--- src/rtl/msk_rnd_supplier.sv ---
// Fresh-randomness supplier for masked gadgets: a 64-bit LFSR stepped RW times per advance.
// It takes a two-word seed, warms up for WARM+1 advances, then serves one word per handshake.
module msk_rnd_supplier #(
  parameter int d    = 2,
  parameter int RW   = d*(d-1),
  parameter int WARM = 64
) (
  input  logic          clk,
  input  logic          rst,
  input  logic [31:0]   seed_in,
  input  logic          seed_valid,
  output logic [RW-1:0] rnd_out,
  output logic          rnd_valid,
  input  logic          rnd_ready,
  output logic          seeded
);

  typedef enum logic [1:0] {IDLE, SEED_HI, WARMUP, RUN} state_t;

  localparam logic [7:0] WARM_C = 8'(WARM);

  state_t        state_q, state_d;
  logic [63:0]   s_q, s_d;
  logic [7:0]    cnt_q, cnt_d;
  logic [RW-1:0] rnd_q, rnd_d;
  logic          vld_q, vld_d;

  logic [63:0]   adv_s;
  logic [RW-1:0] adv_w;
  logic [63:0]   seed_full;

  // RW chained LFSR steps; bit i of the word is the feedback of step i.
  always_comb begin
    adv_s = s_q;
    adv_w = '0;
    for (int i = 0; i < RW; i++) begin
      adv_w[i] = adv_s[63] ^ adv_s[62] ^ adv_s[60] ^ adv_s[59];
      adv_s    = {adv_s[62:0], adv_w[i]};
    end
  end

  assign seed_full = {seed_in, s_q[31:0]};

  always_comb begin
    state_d = state_q;
    s_d     = s_q;
    cnt_d   = cnt_q;
    rnd_d   = rnd_q;
    vld_d   = vld_q;
    case (state_q)
      SEED_HI: begin
        if (seed_valid) begin
          // An all-zero state would lock the LFSR, so substitute 1.
          s_d     = (seed_full == 64'd0) ? 64'd1 : seed_full;
          cnt_d   = 8'd0;
          state_d = WARMUP;
        end
      end
      default: begin
        if (seed_valid) begin
          s_d     = {s_q[63:32], seed_in};
          vld_d   = 1'b0;
          state_d = SEED_HI;
        end else if (state_q == WARMUP) begin
          s_d = adv_s;
          if (cnt_q == WARM_C) begin
            rnd_d   = adv_w;
            vld_d   = 1'b1;
            state_d = RUN;
          end else begin
            cnt_d = cnt_q + 8'd1;
          end
        end else if (state_q == RUN && rnd_ready) begin
          s_d   = adv_s;
          rnd_d = adv_w;
        end
      end
    endcase
  end

  always_ff @(posedge clk) begin
    if (rst) begin
      state_q <= IDLE;
      s_q     <= 64'd0;
      cnt_q   <= 8'd0;
      rnd_q   <= '0;
      vld_q   <= 1'b0;
    end else begin
      state_q <= state_d;
      s_q     <= s_d;
      cnt_q   <= cnt_d;
      rnd_q   <= rnd_d;
      vld_q   <= vld_d;
    end
  end

  assign rnd_out   = rnd_q;
  assign rnd_valid = vld_q;
  assign seeded    = (state_q == RUN);

endmodule

--- config.mk ---
export PLATFORM = sky130hd
export DESIGN_NAME = msk_rnd_supplier
export DESIGN_NICKNAME = d
export VERILOG_FILES = /design/src/rtl/msk_rnd_supplier.sv
export SDC_FILE = /design/constraint.sdc
export NUM_CORES = 1
export LEC_CHECK = 0
export CAP_MARGIN = 20
export CORE_MARGIN = 5
export CORE_UTILIZATION = 61
export CTS_CLUSTER_DIAMETER = 120
export CTS_CLUSTER_SIZE = 30
export DETAILED_ROUTE_END_ITERATION = 12
export GPL_ROUTABILITY_DRIVEN = 0
export PLACE_DENSITY_LB_ADDON = 0.1
export RECOVER_POWER = 50
export REMOVE_ABC_BUFFERS = 1
export SKIP_CTS_REPAIR_TIMING = 1
export SLEW_MARGIN = 20
export SYNTH_ARGS = -nofsm -noshare
export SYNTH_HDL_FRONTEND = slang
export SYNTH_SLANG_ARGS = --single-unit
--- constraint.sdc ---
create_clock -name clk -period 4.1 [get_ports clk]
set_clock_uncertainty 0.1 [all_clocks]
set_input_delay 0.41 -clock clk [delete_from_list [all_inputs] [get_ports clk]]
set_output_delay 0.41 -clock clk [all_outputs]
set_load 0.01 [all_outputs]
After elaboration in Yosys (flattened, before gate mapping)
Index checks and enable logic that the tools add are counted.

operators by class
  reduce and logical (&&, ||, !) cells = 12
  $add $sub $neg = 1
  bitwise operators = 8
  muxes and demuxes = 22
  eq/ne operators = 9

operators by type and width
  cell                                                   number
  2-to-1 mux 64 bit                                      6
  zero test 64 bit                                       1
  2-to-1 mux 8 bit                                       5
  2-to-1 mux 2 bit                                       8
  AND reduction 3 bit                                    4
  adder 8 x 1 -> 8 bit, second input constant            1
  == test 8 x 7 -> 1 bit, second input constant          1
  AND reduction 4 bit                                    2
  inequality test 2 bit, second input constant           3
  nonzero test 2 bit                                     3
  bitwise XOR 1 bit                                      6
  == test 2 bit, second input constant                   2
  inequality test 2 x 1 -> 1 bit, second input constant  2
  2-to-1 mux 1 bit                                       3
  nonzero test 3 bit                                     1
  == test 2 x 1 -> 1 bit, second input constant          1
  NOT 1 bit                                              2
  logical AND 1 bit                                      1

word-level totals
  register bits = 77
  output and inout port bits = 4
  input port bits = 36
  word-level logic and storage cells = 58

Longest topological paths before layout
Gate-level depths: netlist of run 1.

  word-level depth = 7
  depth in mapped cells = 7
  mapped depth without buffers = 7

Least setup slack after synthesis of run 1
No wires, ideal clock.

  kind = input port to flip-flop
  start = input port seed_valid
  end = register s_q[43]
  arrival = 1.299 ns
  stages = 6
  path buffers = 2
  setup slack = 2.556 ns
  cells stage by stage = buf_4 nand2_2 or2_4 o21ai_4 buf_4 a211oi_2

on the way
  cells in the longest elaborated chain, start to end = 2
  elaborated cells on any way between the ends = 4
  those cells by class = 2 x eq/ne; 2 x reduce/logical

ends and longest elaborated chain
  item                                                              RTL line  text
  start: declaration                                                11        input logic seed_valid,
  inequality test 2 x 1 -> 1 bit (no line) (tied with other cells)  -
  AND reduction 3 bit (no line) (*)                                 -
  end signal: assignment                                            84        s_q <= 64'd0;
  end signal: assignment                                            90        s_q <= s_d;
  end: declaration                                                  23        logic [63:0] s_q, s_d;

Mark *: on every way between the ends. The rest lies on a longest branch, timed or not.
A chain may end at the register's enable or synchronous reset.

Worst setup path in the final report of run 1
  start = register state_q[1]
  end = register s_q[1]

on the way
  cells in the longest elaborated chain, start to end = 4
  elaborated cells on any way between the ends = 11
  those cells by class = 5 x eq/ne; 3 x mux; 3 x reduce/logical

ends and longest elaborated chain
  item                                                                RTL line  text
  start: declaration                                                  22        state_t state_q, state_d;
  start signal: assignment                                            89        state_q <= state_d;
  == test 2 bit (on tied branches)                                    73, 64
  logical AND 1 bit or 2-to-1 mux 64 bit (tied branches)              73, 64
  nonzero test 3 bit (no line) or 2-to-1 mux 64 bit (tied branches)   -
  AND reduction 3 bit (no line) or 2-to-1 mux 64 bit (tied branches)  -

Several ways; a longest one is shown, not always the timed one. The select of a mux whose other input is x is not followed.

==> results of run 1 <==
==> cell usage after synthesis, drive strengths merged (3+ instances only) <==
cell type / n
clkbuf: 11
dfxtp: 77
nor2: 75
nand2b: 3
nand3: 5
xor2: 5
nand4: 4
mux2i: 31
nor3: 3
a21oi: 39
nand2: 5
xnor2: 7
a211oi: 67
or2: 3
nor4: 18
nor3b: 33
buf: 28
==> power breakdown <==
part | total [uW] | switching, uW | internal [uW]
Clock | 584 | 289 | 295
Sequential | 845 | 42.3 | 803
Combinational | 297 | 165 | 133
Total | 1730 | 496 | 1230
==> sequential cells by signal, summed over array words and instances, names as in the netlist <==
name       cells
state_q        2
cnt_q          8
rnd_out        2
rnd_valid      1
s_q           64
==> routing by layer <==
layer,vias to the layer above,wire length [um],global-route usage
met5,-,0,0
met4,0,174,0.09535
met3,16,332,0.04132
met2,50,4202,0.3335
met1,1490,4116,0.2999
li1,1612,-,-
==> kinds of logic after synthesis <==
| logic type | count (synthesis) | synth area share |
|---|---|---|
| flops | 77 | 0.3857 |
| compound gates | 112 | 0.2279 |
| simple gates | 156 | 0.2104 |
| fa+ha+maj | 2 | 0.006261 |
| mux | 31 | 0.07765 |
| buf+inv | 41 | 0.06575 |
| xor+xnor | 12 | 0.02630 |
==> how the worst min path moves through the flow <==
stage	startpoint	end	slack (ns)	cells after the start
2_1_floorplan	s_q[32]	s_q[32]	0.37	2
3_3_place_gp	s_q[33]	s_q[33]	0.38	2
3_5_place_dp	s_q[32]	s_q[32]	0.39	2
4_1_cts	s_q[32]	s_q[32]	0.40	2
5_1_grt	s_q[51]	s_q[51]	0.43	2
6_report	s_q[32]	s_q[32]	0.40	2
==> critical path, delay by kind of cell (launching register included) <==
kind | cells | cell delay (ns)
DFF | 1 | 0.64
muxes | 1 | 0.30
and+or+nand+nor | 1 | 0.06
AOI/OAI and AO/OA | 1 | 1.57
==> final cells by class <==
class / instances / area [um^2]
tap: 77 / 96.34
inverter: 2 / 7.507
timing repair buffer: 43 / 422.9
sequential: 77 / 1541
multi-input combinational: 313 / 2140
clock buffer: 10 / 137.6
fill: 530 / 1942
clock inverter: 6 / 62.56
==> metrics by stage <==
stage,hold slack (ns),std cells
floorplan,0.3684,392
global placement,0.3822,512
detailed placement,0.3894,512
CTS,0.4003,528
global route,0.4301,528
finish,0.3991,528
==> flow_summary.ini, run 1 <==
[logic_synthesis]
ys_ff_latch = 77
syn_inst = 431
syn_area_um2 = 3996
synth.top_cell.area_share = 0.3857
ys_types = 42
ys.flop_type = dfxtp_1
synth_area_leaders = dfxtp_1, a211oi_2, mux2i_1
avgSynthCellArea_um2 = 9.272
synth_edf_count = 0
ys_seq_area_frac = 0.3857
yosysWarningCount = 0
synth_top_area_cell = dfxtp_1
synth-async-reset-ratio = 0

[setup_path]
cp_cell_sequence = o22a_1 -> mux2i_1 -> nor2_1
rrSetupSlack_ns = 1.27
timing.rr.end = s_q[1]
cp-endpoint = s_q[1]
cp_slowest_cell = o22a_1
slowest_delay_ns = 1.57
crit_type = reg2reg
worst_ep_arrival_time_ns = 2.95
startpoint_type = flip-flop
r2r-start = state_q[1]
end_kind = flip-flop
cp.required_ns = 4.22
reg2regPathDepth = 3
crit_start = state_q[1]
critPathMaxFanout = 61

[run_status]
outcome = finished, violations left
failed_checks = capacitance limit, slew limit

[finish]
num_antenna_cells = 0
fin_util = 0.6942
drive_gt1_frac = 0.1086
final_common_cell = dfxtp_1
layout_common_cells = dfxtp_1, nor2_1, a211oi_1, a21oi_1
finalNetCount = 484
fin_area_um2 = 4408
area_growth_pct = 10.30

[clocking]
clkTransAtPathRegs_ns = 0.08
insertion_delay_ns = 0.35
numCtsBuffers = 9
cts_buffer_depth = 2
cts_tree = done
cts_root_buf = clkbuf_8
numClockSinks = 77
htreeDepth = 3

[grt]
grt_util_all_layers = 0.2180
grt_pass1_vias = 3039
overflow = 0
grt_pass1_wl_mm = 15.02
grt_max_degree = 62
antenna_found_initial = 0

[detailed_routing]
dr.pass1.iters = 6
num_vias = 3168
route.detailed.drc = 0
routed_wl_mm = 8.826
routed_via_density = 6.000
ant_nets = 0
wl_per_cell_um = 16.72
drt_iter0_markers = 214

[sta]
hold_viol = 0
worstMarginPinSlew_ns = 1.973
max_clock_freq_mhz = 353.5
rsz0062_at_grt = false
worst_slack_ns = 1.271
timing.slew.headroom = -0.3152
slew_violations = 62
setup_tns_ns = 0
min_period_ns = 2.829
setup_viol_count_final = 0
fin_crit_sh = 0.6900

[floorplan]
die_h_um = 90.94
rows = 29
initial_core_util = 0.6294
core-area_um2 = 6350
io_pins = 40
die_w_um = 90.94
dieArea_um2 = 8270

[placement]
numPortBuffers = 39
dpl_cell_area_um2 = 4269
pre_cts_ws_ns = 1.435
hpwl_mm = 5.948

[pwr]
peakVddDrop_mv = 0.2665
power_density_nw_per_um2 = 391.8
power_uw = 1727
p_leak_uw = 0.001493

[hold_path]
hp-class = reg2reg

[run]
maxCapViolations = 1
Power figures use the tool's default switching activity.
==> run 2: changes to the inputs <==
--- a/config.mk
+++ b/config.mk
@@ -7,7 +7,7 @@
 export LEC_CHECK = 0
 export CAP_MARGIN = 20
 export CORE_MARGIN = 5
-export CORE_UTILIZATION = 61
+export CORE_UTILIZATION = 57
 export CTS_CLUSTER_DIAMETER = 120
 export CTS_CLUSTER_SIZE = 30
 export DETAILED_ROUTE_END_ITERATION = 12
==> constraint.sdc (replaced) <==
create_clock -name clk -period 2.8 [get_ports clk]
set_clock_uncertainty 0.1 [all_clocks]
set_input_delay 0.28 -clock clk [delete_from_list [all_inputs] [get_ports clk]]
set_output_delay 0.28 -clock clk [all_outputs]
set_load 0.01 [all_outputs]
==> run 2 against run 1 <==
  * The run now ends clean
  * Routed wire length increased by 0.17%
  * Final area increased by 3.7%
  * Largest power group unchanged
  * First-iteration DRC count decreased by 32%
  * Sequential share of layout area decreased by 1.2 points
  * Clock-buffer cell count increased by 3
  * Sequential power increased by 47%
  * Cell count increased by 4.0%
==> flow_summary.ini, run 2 (same netlist as run 1, synthesis figures left out) <==
[run_status]
outcome = finished, final reports clean

[detailed_routing]
dr.pass1.iters = 4
routed_via_density = 5.854
routed-wl-met3_um = 373
drt_iter0_markers = 146
met2_length_mm = 4.195
top_layer = met4
ant_nets = 0
routed_wl_mm = 8.841
wl_per_cell_um = 16.10
drt-met1-wl_mm = 4.200
route.detailed.drc = 0
num_vias = 3214

[finish]
top_register = s_q
largest_register_ffs = 64
fin_util = 0.6726
reg.largest.list = s_q x64, cnt_q x8
drive_gt1_frac = 0.1302
area_growth_pct = 14.34
final_cells = 549
final_common_cell = dfxtp_1
layout_common_cells = dfxtp_1, nor2_1, a211oi_1, a21oi_1, clkdlybuf4s50_1
finalNetCount = 486
num_antenna_cells = 0

[grt]
overflow = 0
grt_max_degree = 65
antenna_found_initial = 0
grt_pass1_vias = 3007
grt_util_all_layers = 0.2096
grt_pass1_wl_mm = 14.79

[setup_path]
cp.required_ns = 2.42
timing.rr.end = cnt_q[0]
r2r-start = cnt_q[0]
slowest_delay_ns = 0.64
cp_cell_sequence = and2_1 -> clkdlybuf4s50_1
crit_type = reg2out
critPathMaxFanout = 15
end_kind = output pin
critical-path-top-delay-family = flip-flops
cp_slowest_cell = dfxtp_1
startpoint_type = flip-flop
rrSetupSlack_ns = 0.88
worst_ep_arrival_time_ns = 1.72
reg2regPathDepth = 6
critPathBufInv = 1

[sta]
worstMarginPinSlew_ns = 0.7902
timing.slew.headroom = 0.4732
slew_violations = 0
setup_tns_ns = 0
setup_viol_count_final = 0
fin_crit_sh = 0.7496
whs_ns = 0.2831
max_clock_freq_mhz = 476.5
min_period_ns = 2.099
hold_viol = 0
rsz0062_at_grt = false

[floorplan]
die_w_um = 93.73
rows = 30
dieArea_um2 = 8785
core-area_um2 = 6794
initial_core_util = 0.5882
die_h_um = 93.73
io_pins = 40

[placement]
hpwl_mm = 5.856
placed_cells = 533
numPortBuffers = 39

[pwr]
peakVddDrop_mv = 0.4112
p_leak_uw = 0.001554
power_density_nw_per_um2 = 602.3

[hold_path]
hp-class = in2reg
hold_depth = 3
hold_start = seed_valid
worstHoldEndpoint = state_q[1]

[clocking]
cts_buffer_depth = 2
clkTransAtPathRegs_ns = 0.08
numClockSinks = 77
cts_root_buf = clkbuf_8
numCtsBuffers = 9
insertion_delay_ns = 0.34
cts_tree = done
htreeDepth = 3

[run]
maxCapViolations = 0
## run 2: cell types whose count changed in the layout (fill, tap and decap cells not counted), sizes merged, moves of 2 or more
| cell | before | now |
|---|---|---|
| clkinv | 2 | 0 |
| buf | 6 | 8 |
| clkinvlp | 3 | 0 |
| clkbuf | 10 | 13 |
| bufinv | 1 | 3 |
## run 2: worst max path at each step
stage,startpoint,end,cells past startpoint
floorplan,state_q[0],s_q[35],3
global placement,seed_in[21],s_q[0],6
detailed placement,seed_in[21],s_q[0],6
CTS,state_q[1],seeded,2
global route,state_q[1],seeded,2
finish,state_q[1],seeded,2
## run 2: layout make-up
type,instances,area (um^2)
fillers,571,2225
repair buffers,45,462.9
multi-input cells,313,2178
inverters,2,7.507
clock buffers,13,168.9
clock inverters,3,90.09
flip-flops and latches,77,1541
well taps,96,120.1
## run 2: through the flow
stage	total power, uW	cell area [um^2]	setup slack, ns
2_1_floorplan	1522	3741	-0.5106
3_3_place_gp	1701	4333	0.6223
3_5_place_dp	1714	4333	0.5989
4_1_cts	2778	4592	0.6757
5_1_grt	2882	4569	0.5893
6_report	2752	4569	0.7012
## run 2: tightest hold or removal path, cell delays in order
cell and delay, ns:
buf_2 0.19, nand2b_1 0.15, a21oi_1 0.06
## run 2: metal layers
| layer | global-route usage | vias up |
|---|---|---|
| li1 | - | 1611 |
| met1 | 0.2864 | 1531 |
| met2 | 0.3318 | 64 |
| met3 | 0.05529 | 8 |
| met4 | 0.04693 | 0 |
| met5 | 0 | - |
## run 2: power by group
part           total, uW  switching [uW]  internal [uW]
clock network       1060             396            666
registers           1240            63.6           1180
logic                451             250            201
total               2750             709           2040
==> run 3: changes to the inputs <==
==> constraint.sdc (replaced) <==
create_clock -name clk -period 2.1 [get_ports clk]
set_clock_uncertainty 0.1 [all_clocks]
set_input_delay 0.21 -clock clk [delete_from_list [all_inputs] [get_ports clk]]
set_output_delay 0.21 -clock clk [all_outputs]
set_load 0.01 [all_outputs]
==> run 3 against run 2 <==
  * Largest power group unchanged
  * Sequential share of layout area down 0.35 points
  * Cell count is 1.5% higher
  * Critical path depth up 5
  * Final area is 1.1% higher
  * Routed wire length increased by 1.1%
  * First-iteration DRC count up 11%
  * Total power up 29%
  * Non-clock buffer count increased by 7
  * Via count increased by 2.1%
==> flow_summary.ini, run 3 (same netlist as run 1, synthesis figures left out) <==
[setup_path]
critPathMaxFanout = 5
timing.rr.end = cnt_q[2]
cp_cell_sequence = inv_1 -> ha_1 -> and4bb_1 -> a21oi_1 -> nand3_1 -> xor2_1 -> nor2_1
reg2regPathDepth = 7
cp_slowest_cell = dfxtp_1
rrSetupSlack_ns = 0.21
r2r-start = cnt_q[0]
critPathBufInv = 1
worst_ep_arrival_time_ns = 2.03
slowest_delay_ns = 0.42
startpoint_type = flip-flop
cp.required_ns = 2.25
crit_type = reg2reg
end_kind = flip-flop
critical-path-top-delay-family = simple AND/OR/NAND/NOR gates

[sta]
hold_viol = 0
max_clock_freq_mhz = 529.2
slew_violations = 0
fin_crit_sh = 0.8998
setup_tns_ns = 0
timing.slew.headroom = 0.5857
setup_viol_count_final = 0
min_period_ns = 1.890
rsz0062_at_grt = false
worstMarginPinSlew_ns = 0.6215

[grt]
grt_pass1_wl_mm = 14.94
grt_util_all_layers = 0.2117
overflow = 0
grt_max_degree = 65
antenna_found_initial = 0
grt_pass1_vias = 3165

[hold_path]
hold_start = rst
worstHoldEndpoint = s_q[57]
hold_depth = 2
hp-class = in2reg

[floorplan]
io_pins = 40
die_w_um = 93.73
core-area_um2 = 6794
dieArea_um2 = 8785
rows = 30
die_h_um = 93.73
initial_core_util = 0.5882

[pwr]
power_switching_uw = 958.9
switching_share = 0.2709
peakVddDrop_mv = 0.4228
power_density_nw_per_um2 = 765.9
pwr-share-seq = 0.467
comb_power_share = 0.174
internal_power_uw = 2580
clockPowerShare = 0.360
p_leak_uw = 0.001581

[detailed_routing]
drt-met1-wl_mm = 4.269
drt_iter0_markers = 162
num_vias = 3281
wl_per_cell_um = 16.04
top_layer = met4
ant_nets = 0
routed-wl-met3_um = 421
dr.pass1.iters = 4
routed_via_density = 5.890
met2_length_mm = 4.116
routed_wl_mm = 8.936
route.detailed.drc = 0

[placement]
numPortBuffers = 39
hpwl_mm = 5.995

[run]
maxCapViolations = 0

[run_status]
outcome = finished, final reports clean

[clocking]
insertion_delay_ns = 0.35
clkTransAtPathRegs_ns = 0.08
numCtsBuffers = 9
cts_root_buf = clkbuf_8
cts_tree = done
numClockSinks = 77
htreeDepth = 3
cts_buffer_depth = 2

[finish]
final_common_cell = dfxtp_1
layout_common_cells = dfxtp_1, nor2_1, a211oi_1, a21oi_1, clkdlybuf4s50_1
area_growth_pct = 15.62
finalNetCount = 493
largest_register_ffs = 64
top_register = s_q
reg.largest.list = s_q x64, cnt_q x8
drive_gt1_frac = 0.1478
fin_util = 0.6801
-- run 3: changes by cell type in the layout (fill, tap and decap cells not counted), sizes merged --
cell	delta
clkinv	+2
bufinv	-1
diode	+1
buf	+6
-- run 3: worst max-delay path by stage --
| stage | startpoint | end | cells after the start |
|---|---|---|---|
| after CTS | state_q[1] | seeded | 2 |
| final | cnt_q[0] | cnt_q[2] | 7 |
| after global placement | seed_in[21] | s_q[0] | 6 |
| after global routing | state_q[0] | s_q[26] | 5 |
| after floorplan | state_q[0] | s_q[35] | 3 |
| after detailed placement | seed_in[1] | s_q[0] | 6 |
-- run 3: layout make-up --
cell class,count,area [um^2]
Antenna cell,1,2.502
Timing Repair Buffer,52,540.5
Clock inverter,4,70.07
Tap cell,96,120.1
Inverter,2,7.507
Fill cell,537,2173
Multi-Input combinational cell,313,2182
Clock buffer,12,155.1
Sequential cell,77,1543
-- run 3: stage by stage --
step	hold slack [ns]	cell area (um^2)	std cells	total power, uW	setup WS, ns
6_report	0.1978	4621	557	3539	0.2105
5_1_grt	0.2171	4618	556	3702	0.1142
4_1_cts	0.1865	4648	556	3569	0.03674
3_5_place_dp	0.3888	4423	540	2303	0.07828
3_3_place_gp	0.3833	4423	540	2289	0.07834
2_1_floorplan	0.1746	3741	392	2029	-1.211
-- run 3: worst reg2reg max path: cells and delay by family (launching register included) --
kind	cells	cell delay, ns
XOR/XNOR	1	0.16
AND/OR/NAND/NOR	3	0.45
adder cells (fa/ha/maj)	1	0.19
buffers and inverters	1	0.07
flip-flops	1	0.42
AO/OA/AOI/OAI	1	0.40
-- run 3: per-layer routing --
metal	GRT usage	vias to the layer above
met1	0.2886	1540
met5	0	-
met2	0.3276	93
li1	-	1636
met3	0.04487	12
met4	0.08063	0
-- run 3: power by group through the flow --
stage	Combinational (uW)	Clock [uW]	Sequential, uW
final	615	1270	1650
after global routing	679	1360	1670
after CTS	625	1290	1650
after detailed placement	620	0	1680
after global placement	608	0	1680
after floorplan	373	0	1660
